--- src/rtl/pim_req_pkg.sv ---
// Shared request-slot definitions for the pending tracker and the downstream priority encoder.
package pim_req_pkg;
  localparam int WIDTH_DEF      = 16;
  localparam int STARVE_LIM_DEF = 15;
  localparam int IW_DEF         = $clog2(WIDTH_DEF);

  typedef logic [IW_DEF-1:0] slot_idx_t;
endpackage

--- src/rtl/req_pend_tracker_if.sv ---
// Request/service handshake and pending-vector bundle between requesters and the tracker.
interface req_pend_tracker_if
  import pim_req_pkg::*;
#(
  parameter int WIDTH = WIDTH_DEF,
  parameter int IW    = $clog2(WIDTH)
);
  logic             req_valid;
  logic [IW-1:0]    req_idx;
  logic             req_ready;
  logic             svc_valid;
  logic [IW-1:0]    svc_idx;
  logic [WIDTH-1:0] pend_vec;
  logic             pend_any;
  logic [IW:0]      pend_cnt;
  logic             svc_err;
  logic             starve_act;

  modport master (
    output req_valid, req_idx, svc_valid, svc_idx,
    input  req_ready, pend_vec, pend_any, pend_cnt, svc_err, starve_act
  );

  modport slave (
    input  req_valid, req_idx, svc_valid, svc_idx,
    output req_ready, pend_vec, pend_any, pend_cnt, svc_err, starve_act
  );
endinterface

--- src/rtl/req_age_ctr.sv ---
// Single-slot saturating age counter; flags the slot as starved once its age reaches STARVE_LIM.
module req_age_ctr
  import pim_req_pkg::*;
#(
  parameter int STARVE_LIM = STARVE_LIM_DEF,
  parameter int AW         = $clog2(STARVE_LIM + 1)
) (
  input  logic clk,
  input  logic rst,
  input  logic pend,
  input  logic svc,
  output logic starve_nxt
);
  logic [AW-1:0] age_q;
  logic [AW-1:0] age_nxt;

  always_comb begin
    age_nxt = age_q;
    if (!pend || svc)
      age_nxt = '0;
    else if (age_q != AW'(STARVE_LIM))
      age_nxt = age_q + AW'(1);
  end

  // Look-ahead flag so the tracker can register the override in the same edge as the age.
  assign starve_nxt = (age_nxt == AW'(STARVE_LIM));

  always_ff @(posedge clk) begin
    if (rst)
      age_q <= '0;
    else
      age_q <= age_nxt;
  end
endmodule

--- src/rtl/req_pend_tracker.sv ---
// Pending-request tracker feeding a priority encoder; optional starvation override
// compiled in with macro REQ_PEND_STARVE_EN.
module req_pend_tracker
  import pim_req_pkg::*;
#(
  parameter int WIDTH      = WIDTH_DEF,
  parameter int STARVE_LIM = STARVE_LIM_DEF,
  parameter int IW         = $clog2(WIDTH)
) (
  input logic               clk,
  input logic               rst,
  req_pend_tracker_if.slave bus
);
  logic [WIDTH-1:0] pend_q;
  logic [WIDTH-1:0] set_vec;
  logic [WIDTH-1:0] clr_vec;
  logic [WIDTH-1:0] pend_nxt;
  logic [WIDTH-1:0] vec_nxt;
  logic [WIDTH-1:0] vec_q;
  logic [IW:0]      cnt_q;
  logic             any_q;
  logic             err_q;
  logic             accept;
  logic             svc_hit;
  logic             svc_miss;

  function automatic logic [IW:0] popcnt(input logic [WIDTH-1:0] v);
    logic [IW:0] c;
    c = '0;
    for (int i = 0; i < WIDTH; i++)
      c = c + {{IW{1'b0}}, v[i]};
    return c;
  endfunction

  // A slot being serviced this cycle can be re-requested in the same cycle.
  assign bus.req_ready = !pend_q[bus.req_idx] ||
                         (bus.svc_valid && (bus.svc_idx == bus.req_idx));
  assign accept   = bus.req_valid && bus.req_ready;
  assign svc_hit  = bus.svc_valid &&  pend_q[bus.svc_idx];
  assign svc_miss = bus.svc_valid && !pend_q[bus.svc_idx];

  always_comb begin
    set_vec = '0;
    clr_vec = '0;
    if (accept)  set_vec[bus.req_idx] = 1'b1;
    if (svc_hit) clr_vec[bus.svc_idx] = 1'b1;
    pend_nxt = (pend_q & ~clr_vec) | set_vec;
  end

`ifdef REQ_PEND_STARVE_EN
  logic [WIDTH-1:0] starve_vec;
  logic             starve_nxt;
  logic             starve_q;

  for (genvar i = 0; i < WIDTH; i++) begin : g_age
    req_age_ctr #(.STARVE_LIM(STARVE_LIM)) u_age (
      .clk        (clk),
      .rst        (rst),
      .pend       (pend_q[i]),
      .svc        (clr_vec[i]),
      .starve_nxt (starve_vec[i])
    );
  end

  // Highest-indexed starved slot wins the one-hot override.
  always_comb begin
    vec_nxt    = pend_nxt;
    starve_nxt = 1'b0;
    for (int i = 0; i < WIDTH; i++) begin
      if (starve_vec[i]) begin
        vec_nxt    = '0;
        vec_nxt[i] = 1'b1;
        starve_nxt = 1'b1;
      end
    end
  end

  always_ff @(posedge clk) begin
    if (rst)
      starve_q <= 1'b0;
    else
      starve_q <= starve_nxt;
  end

  assign bus.starve_act = starve_q;
`else
  assign vec_nxt        = pend_nxt;
  assign bus.starve_act = 1'b0;
`endif

  always_ff @(posedge clk) begin
    if (rst) begin
      pend_q <= '0;
      vec_q  <= '0;
      cnt_q  <= '0;
      any_q  <= 1'b0;
      err_q  <= 1'b0;
    end else begin
      pend_q <= pend_nxt;
      vec_q  <= vec_nxt;
      cnt_q  <= popcnt(pend_nxt);
      any_q  <= |pend_nxt;
      err_q  <= err_q | svc_miss;
    end
  end

  assign bus.pend_vec = vec_q;
  assign bus.pend_cnt = cnt_q;
  assign bus.pend_any = any_q;
  assign bus.svc_err  = err_q;
endmodule

--- src/flat_wrapper.sv ---
// flat-port wrapper written by rule: the top's interface ports become plain ports
module req_pend_tracker_flat import pim_req_pkg::*;
#(
  parameter int WIDTH      = WIDTH_DEF,
  parameter int STARVE_LIM = STARVE_LIM_DEF,
  parameter int IW         = $clog2(WIDTH)
)
  (clk, rst, bus_req_valid, bus_req_idx, bus_svc_valid, bus_svc_idx, bus_req_ready, bus_pend_vec, bus_pend_any, bus_pend_cnt, bus_svc_err, bus_starve_act);
  req_pend_tracker_if #(.WIDTH(WIDTH), .IW(IW)) bus_i ();
  input logic clk;
  input logic rst;
  input wire logic [$bits(bus_i.req_valid)-1:0] bus_req_valid;
  input wire logic [$bits(bus_i.req_idx)-1:0] bus_req_idx;
  input wire logic [$bits(bus_i.svc_valid)-1:0] bus_svc_valid;
  input wire logic [$bits(bus_i.svc_idx)-1:0] bus_svc_idx;
  output wire logic [$bits(bus_i.req_ready)-1:0] bus_req_ready;
  output wire logic [$bits(bus_i.pend_vec)-1:0] bus_pend_vec;
  output wire logic [$bits(bus_i.pend_any)-1:0] bus_pend_any;
  output wire logic [$bits(bus_i.pend_cnt)-1:0] bus_pend_cnt;
  output wire logic [$bits(bus_i.svc_err)-1:0] bus_svc_err;
  output wire logic [$bits(bus_i.starve_act)-1:0] bus_starve_act;
  assign bus_i.req_valid = bus_req_valid;
  assign bus_i.req_idx = bus_req_idx;
  assign bus_i.svc_valid = bus_svc_valid;
  assign bus_i.svc_idx = bus_svc_idx;
  assign bus_req_ready = bus_i.req_ready;
  assign bus_pend_vec = bus_i.pend_vec;
  assign bus_pend_any = bus_i.pend_any;
  assign bus_pend_cnt = bus_i.pend_cnt;
  assign bus_svc_err = bus_i.svc_err;
  assign bus_starve_act = bus_i.starve_act;
  req_pend_tracker #(.WIDTH(WIDTH), .STARVE_LIM(STARVE_LIM), .IW(IW)) u_core (.clk(clk), .rst(rst), .bus(bus_i));
endmodule
--- config.mk ---
export PLATFORM = sky130hd
export DESIGN_NAME = req_pend_tracker_flat
export DESIGN_NICKNAME = d
export VERILOG_FILES = /design/src/rtl/pim_req_pkg.sv /design/src/rtl/req_pend_tracker_if.sv /design/src/rtl/req_age_ctr.sv /design/src/rtl/req_pend_tracker.sv /design/src/flat_wrapper.sv
export SDC_FILE = /design/constraint.sdc
export NUM_CORES = 1
export LEC_CHECK = 0
export CAP_MARGIN = 30
export CORE_MARGIN = 4
export CORE_UTILIZATION = 46
export CTS_CLUSTER_SIZE = 40
export DETAILED_ROUTE_END_ITERATION = 7
export PLACE_DENSITY = 0.76
export RECOVER_POWER = 50
export SLEW_MARGIN = 25
export SYNTH_ARGS = -nofsm -noshare
export SYNTH_HDL_FRONTEND = slang
export SYNTH_SLANG_ARGS = --single-unit
--- constraint.sdc ---
create_clock -name clk -period 6.9 [get_ports clk]
set_clock_uncertainty 0.05 [all_clocks]
set_input_delay 2.07 -clock clk [delete_from_list [all_inputs] [get_ports clk]]
set_output_delay 2.07 -clock clk [all_outputs]
set_load 0.02 [all_outputs]
## Yosys cells after proc, flatten, opt, wreduce, memory -nomap -nowiden

Index checks and enable logic that the tools add are counted.

| operators by class | value |
|---|---|
| equality and inequality tests | 1 |
| reduce and logical (&&, ||, !) cells | 10 |
| magnitude comparators | 4 |
| add/subtract/negate cells | 15 |
| bitwise operators | 4 |
| mux-type cells | 10 |

Operators with widths:

| cell | number |
|---|---|
| adder 5 x 1 -> 5 bit | 14 |
| 2-to-1 mux 16 bit | 2 |
| bitwise AND 16 bit | 1 |
| NOT 16 bit | 1 |
| OR 16 bit | 1 |
| OR reduction 16 bit | 1 |
| less-than comparator 4 x 5 -> 1 bit (second input constant) | 2 |
| binary-select mux 1 bit (select 4 bit) | 2 |
| demux 1 bit (select 4 bit) | 2 |
| >= comparator 4 x 1 -> 1 bit (second input constant) | 2 |
| logical AND 1 bit | 6 |
| == test 4 bit | 1 |
| 2-to-1 mux 1 bit | 4 |
| adder 1 x 1 -> 2 bit | 1 |
| zero test 1 bit | 2 |
| logical OR 1 bit | 1 |
| OR 1 bit | 1 |

| storage, ports and cells | value |
|---|---|
| output and inout bits | 25 |
| register bits after elaboration | 23 |

## Depth between registers and ports, before layout

| logic depth | value |
|---|---|
| word-level depth | 23 |
| depth in mapped cells | 18 |

## Worst setup path before layout

OpenSTA, ideal clock, no wires.

| timing | value |
|---|---|
| path kind | input-to-reg |
| from | input bus_req_idx[1] |
| to | register u_core.cnt_q[3] (netlist: u_core.bus.pend_cnt[3]) |
| required time | 6.722 ns |
| setup time | 0.128 ns |
| cell stages on the path | 17 |
| path slack | 0.170 ns |
| path buffers | 1 |
| arrival time | 6.552 ns |
| cells stage by stage | buf_6 mux4_2 mux2_4 o21ai_4 a31oi_1 ha_1 fa_1 inv_1 fa_1 fa_1 fa_1 inv_1 fa_1 a21o_1 a21oi_1 xor2_1 nor2_1 |

| on the way | value |
|---|---|
| word-level cells in the longest chain between the ends | 22 |
| elaborated cells on any way between the ends | 29 |

RTL lines:

| element | RTL line | text |
|---|---|---|
| start, declared | flat_wrapper.sv:13 | `input wire logic [$bits(bus_i.req_idx)-1:0] bus_req_idx;` |
| branches (longest 5 deep; another with less-than comparator 4 x 5 -> 1 bit) | n/a |  |
| 2-to-1 mux 16 bit * | req_pend_tracker.sv:45 | `if (accept) set_vec[bus.req_idx] = 1'b1;` |
| OR 16 bit * | req_pend_tracker.sv:47 | `pend_nxt = (pend_q & ~clr_vec) \| set_vec;` |
| adder 1 x 1 -> 2 bit | req_pend_tracker.sv:31 | `c = c + {{IW{1'b0}}, v[i]};` |
| adder 5 x 1 -> 5 bit (13 in series) | req_pend_tracker.sv:31 |  |
| adder 5 x 1 -> 5 bit * | req_pend_tracker.sv:31 |  |
| end signal, assigned | req_pend_tracker.sv:101 | `cnt_q <= popcnt(pend_nxt);` |
| end, declared | req_pend_tracker.sv:20 | `logic [IW:0] cnt_q;` |

Mark *: on every way between the ends. The select of a mux whose other input is x is not followed.
A chain may end at the register's enable or synchronous reset.

## Worst setup path in the final report

| timing | value |
|---|---|
| from | input bus_svc_idx[2] |
| to | register u_core.cnt_q[1] (netlist: u_core.bus.pend_cnt[1]) |

| on the way | value |
|---|---|
| word-level cells in the longest chain between the ends | 23 |
| elaborated cells on any way between the ends | 32 |

RTL lines:

| element | RTL line | text |
|---|---|---|
| start, declared | flat_wrapper.sv:15 | `input wire logic [$bits(bus_i.svc_idx)-1:0] bus_svc_idx;` |
| less-than comparator 4 x 5 -> 1 bit (not written as such) / >= comparator 4 x 1 -> 1 bit (equally long branches) | req_pend_tracker.sv:46 | `if (svc_hit) clr_vec[bus.svc_idx] = 1'b1;` |
| logical AND 1 bit (not written as such) | req_pend_tracker.sv:46 |  |
| 2-to-1 mux 1 bit (not written as such) | req_pend_tracker.sv:46 |  |
| demux 1 bit (select 4 bit) | n/a |  |
| 2-to-1 mux 16 bit | req_pend_tracker.sv:46 |  |
| NOT 16 bit | req_pend_tracker.sv:47 |  |
| bitwise AND 16 bit | req_pend_tracker.sv:47 |  |
| OR 16 bit * | req_pend_tracker.sv:47 |  |
| adder 1 x 1 -> 2 bit | req_pend_tracker.sv:31 |  |
| adder 5 x 1 -> 5 bit (13 in series) | req_pend_tracker.sv:31 |  |
| adder 5 x 1 -> 5 bit * | req_pend_tracker.sv:31 |  |

Every way passes the cells marked *; elsewhere a longest branch is shown, timed or not. The select of a mux whose other input is x is not followed.

==> impl_summary.md <==
Yosys
Synthesis produced a netlist whose cell count is 191. The netlist area before placement is 1810 µm². The flip-flop and latch count after synthesis is 23.

The proportion of synthesized flip-flops having asynchronous set or reset is 0%. The synthesized netlist contains 46 unique library cells. The proportion of netlist area held by the largest area contributor is 25.5%.

The number of enable-type register cells in the synthesized netlist is 0. The average instance in the mapped netlist occupies 9.46 µm². The most used flip-flop cell after synthesis is sky130_fd_sc_hd__dfxtp_1. The synthesized net count is 220. The post-synthesis sequential area ratio is roughly a quarter. Yosys printed 0 warnings.

Sorting the synthesized cells by area gives the leading types as sky130_fd_sc_hd__dfxtp_1, sky130_fd_sc_hd__fa_1, sky130_fd_sc_hd__mux4_1. The synthesized design spends more area on one cell type than any other, namely sky130_fd_sc_hd__dfxtp_1.

Status
The flow ran to the end, and the final reports show no timing, DRC or antenna violations.

Critical path
The largest driver fanout on the critical path is 3. Data on the critical path is required at its endpoint by 7.03 ns. The cell that appears most often on the critical path is sky130_fd_sc_hd__fa_1. The endpoint kind of the worst setup timing path is a flop.

The worst setup path is launched from an input port. On the critical path, the stage with the largest delay is an instance of sky130_fd_sc_hd__fa_1. The longest individual stage delay on the worst path is 0.55 ns. The kind of critical path is in2reg.

The kind of cell with the highest combined delay along the critical path is adder cells. Walking the worst path, the cells encountered are clkdlybuf4s50_1 -> or3b_4 -> o31a_1 -> a31oi_2 -> ha_1 -> fa_1 -> inv_1 -> fa_1 -> fa_1 -> fa_1 -> inv_1 -> fa_2 -> inv_1 -> fa_2 -> nor2_1. The critical path contains buffers and inverters numbering 4 combined. STA puts the critical path data arrival time at 6.83 ns.

Global route
The first global-routing pass estimated 8890 µm of wire. Global routing used 22.4% of the available tracks across all layers. The number of antenna violations at the first check in global routing was 0.

The final global-route overflow total is 0. The maximum number of pins on one net before global-route repair is 24. The number of global-route vias before repair came to 1,904.

Final layout
Cells fill 66.8% of the core in the end. The fraction of layout instances using a drive strength above 1 is 20.4%. The most common library cell in the layout ignoring fill and taps is sky130_fd_sc_hd__buf_4. The top cell types in the final layout, fill and taps aside, are sky130_fd_sc_hd__buf_4, sky130_fd_sc_hd__dlygate4sd3_1, sky130_fd_sc_hd__dfxtp_1. The final net count is 285.

The area growth from synthesis to final layout is 37.3%. With fillers left out, the area of the finished cells amounts to 2480 µm². The count of cells in the finished layout, fillers not included, comes to 303. 0 antenna diodes ended up in the layout.

Route
The detailed-route DRC error count is 0. The number of vias in the routed layout is around 1,800. The number of iterations in the first detailed-routing pass is 4. Dividing the detail-routed via count by the number of cells gives between 5 and 6. The antenna violation net count after detailed routing is 0.

The DRC marker count from the first detailed-route iteration is 187. Dividing the detail-routed wire length by the instance count gives 17.6 µm. The detailed-route wire length is 5320 µm.

Timing
The number of failing hold endpoints at the final stage is 0. The post-route worst setup slack is 0.200 ns. For the pin with the worst max-slew slack, the measured transition is 0.854 ns. Adding up every negative setup slack in the final design gives 0 ns.

The number of pins with negative max-slew slack in the final report came to 0. The highest clock frequency the design can meet is 149 MHz. The clock period minus final worst setup slack is 6.70 ns.

The worst max-slew margin expressed relative to the limit is 42.9%. The worst path uses 97.1% of the clock period. Setup violations remaining at the end of the flow were counted as 0.

Placement
The placement-stage worst setup slack is -0.492 ns. The congestion estimate from routability-driven global placement came to approximately 0.94. After legalization and detailed placement, the total HPWL measured 4120 µm. Input and output buffers added on the ports amount to 35. Including well taps, the total number of placed cells is 298. The post-placement cell area is ~2400 µm².

Floorplanning
The number of top-level pins is 37. The floorplan has 22 rows. The initial utilization of the core area, before any placement, comes to 48.6%. The vertical die dimension is 70.7 µm.

The area of the core is ~3700 µm². From left edge to right edge, the die measures between 70 and 80 µm. The die area is 4990 µm².

Clock network
The cts-stage hold buffer count is 0. The clock tree from TritonCTS is done. The register clock-pin slew on the reported worst setup and hold paths is 0.09 ns.

The root buffer cell is sky130_fd_sc_hd__clkbuf_8. The clock reaches the later pin of the worst-skew pair after 0.27 ns. CTS built an H-tree with a depth of 1. The number of CTS-inserted buffers is 3. No sink is reached through more buffers than the 2 on the longest clock path. The clock net sink count is 23.

Pwr
The peak supply drop is 0.111 mV. For this design the ratio of total power to cell area is roughly 140 nW/µm². For this design the static power due to leakage is approximately 1.1 nW.

Min path
The min-delay analysis places its worst path in the category reg2reg.

Job
Across the run, the number of max-cap violations was 0.
==> power breakdown <==
| part | total, mW | internal [mW] | switching (mW) |
|---|---|---|---|
| Combinational | 0.115 | 0.0543 | 0.0611 |
| Clock | 0.0847 | 0.0404 | 0.0443 |
| Sequential | 0.143 | 0.139 | 0.00342 |
==> metal layers <==
metal,vias up,part of all wire (%),track usage [%]
met5,-,0,0
met4,0,3.6,13.4
met3,22,8.7,3.84
met2,110,47,35.7
met1,806,40,28.6
li1,821,-,-
==> stage by stage <==
step	total power [mW]	hold WS, ns
3_3_place_gp	0.257	0.398
4_1_cts	0.344	0.451
6_report	0.343	0.440
2_1_floorplan	0.210	0.536
3_5_place_dp	0.260	0.430
5_1_grt	0.363	0.478
==> Yosys cell counts (2+ instances only) <==
library cell / instances
sky130_fd_sc_hd__nor2b_1: 5
sky130_fd_sc_hd__o21ai_0: 10
sky130_fd_sc_hd__xnor2_1: 3
sky130_fd_sc_hd__nor2_1: 17
sky130_fd_sc_hd__mux4_2: 3
sky130_fd_sc_hd__o31ai_1: 2
sky130_fd_sc_hd__a21oi_1: 10
sky130_fd_sc_hd__nand2b_1: 2
sky130_fd_sc_hd__a31oi_1: 8
sky130_fd_sc_hd__mux2i_1: 7
sky130_fd_sc_hd__buf_6: 2
sky130_fd_sc_hd__nand4_1: 4
sky130_fd_sc_hd__buf_2: 3
sky130_fd_sc_hd__o21a_1: 9
sky130_fd_sc_hd__nand2_1: 7
sky130_fd_sc_hd__nand3_1: 8
sky130_fd_sc_hd__clkbuf_1: 5
sky130_fd_sc_hd__nand3b_1: 2
sky130_fd_sc_hd__xor2_1: 3
sky130_fd_sc_hd__and2_1: 2
sky130_fd_sc_hd__o31a_1: 3
sky130_fd_sc_hd__fa_1: 10
sky130_fd_sc_hd__dfxtp_1: 23
sky130_fd_sc_hd__inv_1: 12
sky130_fd_sc_hd__mux4_1: 4
sky130_fd_sc_hd__ha_1: 7
==> cell families (layout without fill, tap and decap cells) <==
| logic type | after synthesis | count (layout) | synth area share, % |
|---|---|---|---|
| multiplexers | 15 | 15 | 14.3 |
| flip-flops | 23 | 23 | 25.5 |
| AND/OR/NAND/NOR | 56 | 56 | 16.5 |
| other | 1 | 1 | 0.208 |
| XOR/XNOR | 6 | 6 | 2.91 |
| adder cells (fa/ha/maj) | 17 | 17 | 15.9 |
| buffers and inverters | 23 | 87 | 6.02 |
| AO/OA/AOI/OAI | 50 | 50 | 18.7 |
==> state kept, by name, indices dropped and copies added (netlist names) <==
name                 flops
u_core.pend_q           16
u_core.bus.pend_cnt      5
u_core.bus.pend_any      1
u_core.bus.svc_err       1
==> worst reg2reg max path, cell delays in order (launching register included) <==
cell and delay (ns):
sky130_fd_sc_hd__dfxtp_1 0.38, sky130_fd_sc_hd__mux4_1 0.51, sky130_fd_sc_hd__mux2_4 0.29, sky130_fd_sc_hd__o21ai_4 0.08, sky130_fd_sc_hd__a31oi_1 0.13, sky130_fd_sc_hd__ha_1 0.34, sky130_fd_sc_hd__fa_1 0.51, sky130_fd_sc_hd__inv_1 0.06
sky130_fd_sc_hd__fa_1 0.55, sky130_fd_sc_hd__fa_1 0.44, sky130_fd_sc_hd__fa_1 0.53, sky130_fd_sc_hd__inv_1 0.06, sky130_fd_sc_hd__fa_2 0.37, sky130_fd_sc_hd__inv_1 0.08, sky130_fd_sc_hd__fa_2 0.42, sky130_fd_sc_hd__nor2_1 0.11
==> final timing paths <==
| kind | start | end | slack (ns) | depth (start not counted) |
|---|---|---|---|---|
| max | bus_svc_idx[2] | u_core.bus.pend_cnt[1] | 0.20 | 15 |
| min | u_core.bus.svc_err | u_core.bus.svc_err | 0.44 | 2 |
| max reg2reg | u_core.pend_q[9] | u_core.bus.pend_cnt[1] | 1.90 | 15 |
| min reg2reg | u_core.bus.svc_err | u_core.bus.svc_err | 0.44 | 2 |
==> what timing repair did <==
item / 4_1_cts / 5_1_grt
setup endpoints to repair: 4 / 4
pin swaps: 0 / 4
resized for setup: 1 / 7
buffers inserted: 0 / 1
==> final cells by class <==
cell class | count | area [µm²]
Multi-Input combinational cell | 145 | 1250
Inverter | 12 | 45.0
Tap cell | 48 | 60.1
Fill cell | 328 | 1230
Clock buffer | 3 | 41.3
Sequential cell | 23 | 460
Clock inverter | 1 | 5.00
Timing Repair Buffer | 71 | 618
Power figures use the tool's default switching activity.
==> RTL edit (same settings) <==
Set the package constant `WIDTH_DEF` to 8 (it was 16).
--- a/src/rtl/pim_req_pkg.sv
+++ b/src/rtl/pim_req_pkg.sv
@@ -1,6 +1,6 @@
 // Shared request-slot definitions for the pending tracker and the downstream priority encoder.
 package pim_req_pkg;
-  localparam int WIDTH_DEF      = 16;
+  localparam int WIDTH_DEF      = 8;
   localparam int STARVE_LIM_DEF = 15;
   localparam int IW_DEF         = $clog2(WIDTH_DEF);
 
Ports: changed (resized bus_pend_cnt, bus_pend_vec, bus_req_idx and bus_svc_idx); port bits go from 37 to 26. The function was not compared with the original's and may differ.
==> RTL edit against the unedited design <==
- clock power is 46% lower
- worst setup slack better by 0.26 ns
- via count is 43% lower
- power is 42% lower
- routed wire length is 50% lower
- fmax is 4.1% higher
- sequential cell count is 9 lower
- final area is 47% lower
- synthesized area is 42% lower
- worst hold slack worse by 0.019 ns
==> RTL edit: results (changes against the unedited design) <==
outcome:
  outcome: "completed"
yosys:
  synth.distinct_cells: 40  # -13%
  synth-adder-area-share_pct: 12.4  # -3.5 points
  portion_of_the_post_synthesis_area_used_by_sequential_elements_pct: 26.8  # +1.3 points
  post_synth_most_frequent_cells: "sky130_fd_sc_hd__dfxtp_1 (14), sky130_fd_sc_hd__nor2_1 (14), sky130_fd_sc_hd__nand2_1 (10), sky130_fd_sc_hd__mux2i_1 (8), sky130_fd_sc_hd__a21oi_1 (7)"
  synth-compound-area-share_pct: 21.3  # +2.6 points
  synth_nets: 143  # -35%
  synthTopCellsByArea: "sky130_fd_sc_hd__dfxtp_1 (27%), sky130_fd_sc_hd__fa_1 (7.6%), sky130_fd_sc_hd__mux2i_1 (7.6%)"
critical_path:
  max_stage_delay_ns: 0.68  # +0.13 ns
  timing.critical_path.fanout_max: 10  # +7
  worstSetupStartpoint: "bus_req_idx[1]"
  critical-path-top-delay-family: "buffers and inverters"
  worst-r2r-setup-slack_ns: 2.55  # +0.65 ns
  cp_slowest_cell: "sky130_fd_sc_hd__clkdlybuf4s50_1"
  regToRegStartpoint: "u_core.pend_q[3]"
  data_arrival_time_of_the_worst_path_ns: 4.32  # -2.51 ns
  r2r_end: "u_core.bus.pend_cnt[2]"
clock_network:
  cts_root_buf: "sky130_fd_sc_hd__clkbuf_4"
  cts.repair.resized: 0  # -1
cells_and_area:
  largest_register_ffs: 8  # -8
  num-nets-final: 166  # -42%
route:
  detail_route.wirelength.met1_um: 1110  # -48%
  route.vias.total: 1010  # -43%
  wl_met3_um: 187  # -60%
  drt_iter0_markers: 25  # -87%
power_and_ir_drop:
  power.switching_mw: 0.0631  # -42%
  cell_internal_pwr_mw: 0.134  # -43%
  p_comb_mw: 0.0626  # -46%
  cellLeakagePower_nw: 0.556  # -51%
place:
  routabilityCongestion: 0.971  # +3.6%
  port-buffer-count: 24  # -31%
grt:
  met3_usage_pct: 5.10  # +1.3 points
  grt_start_max_net_pins: 15  # -38%
  gr-usage-all-layers_pct: 18.1  # -4.3 points
  grt_pass1_vias: 969  # -49%
[RTL edit: worst min-delay path by stage]
stage                               to  slack [ns]  cells after the start
floorplan           u_core.bus.svc_err        0.52                      2
detailed placement  u_core.bus.svc_err        0.42                      2
finish              u_core.bus.svc_err        0.42                      2
global placement    u_core.bus.svc_err        0.40                      2
global route        u_core.bus.svc_err        0.48                      2
CTS                 u_core.bus.svc_err        0.44                      2
[RTL edit: through the flow]
step,hold WS (ns),cell area (um^2),utilization (%),instances,setup WS (ns)
after floorplan,0.520,1050,-,125,0.933
after global placement,0.404,1300,59.2,171,0.289
after detailed placement,0.419,1300,59.2,171,0.259
after CTS,0.438,1320,60.2,174,0.462
after global routing,0.485,1320,60.2,174,0.291
final,0.421,1320,60.2,174,0.461
[RTL edit: layout make-up]
cell class              count  area, um^2
clock buffers               3        22.5
fillers                   215         872
inverters                   6        22.5
flip-flops and latches     14         280
repair buffers             26         255
multi-input cells          97         703
well taps                  28        35.0
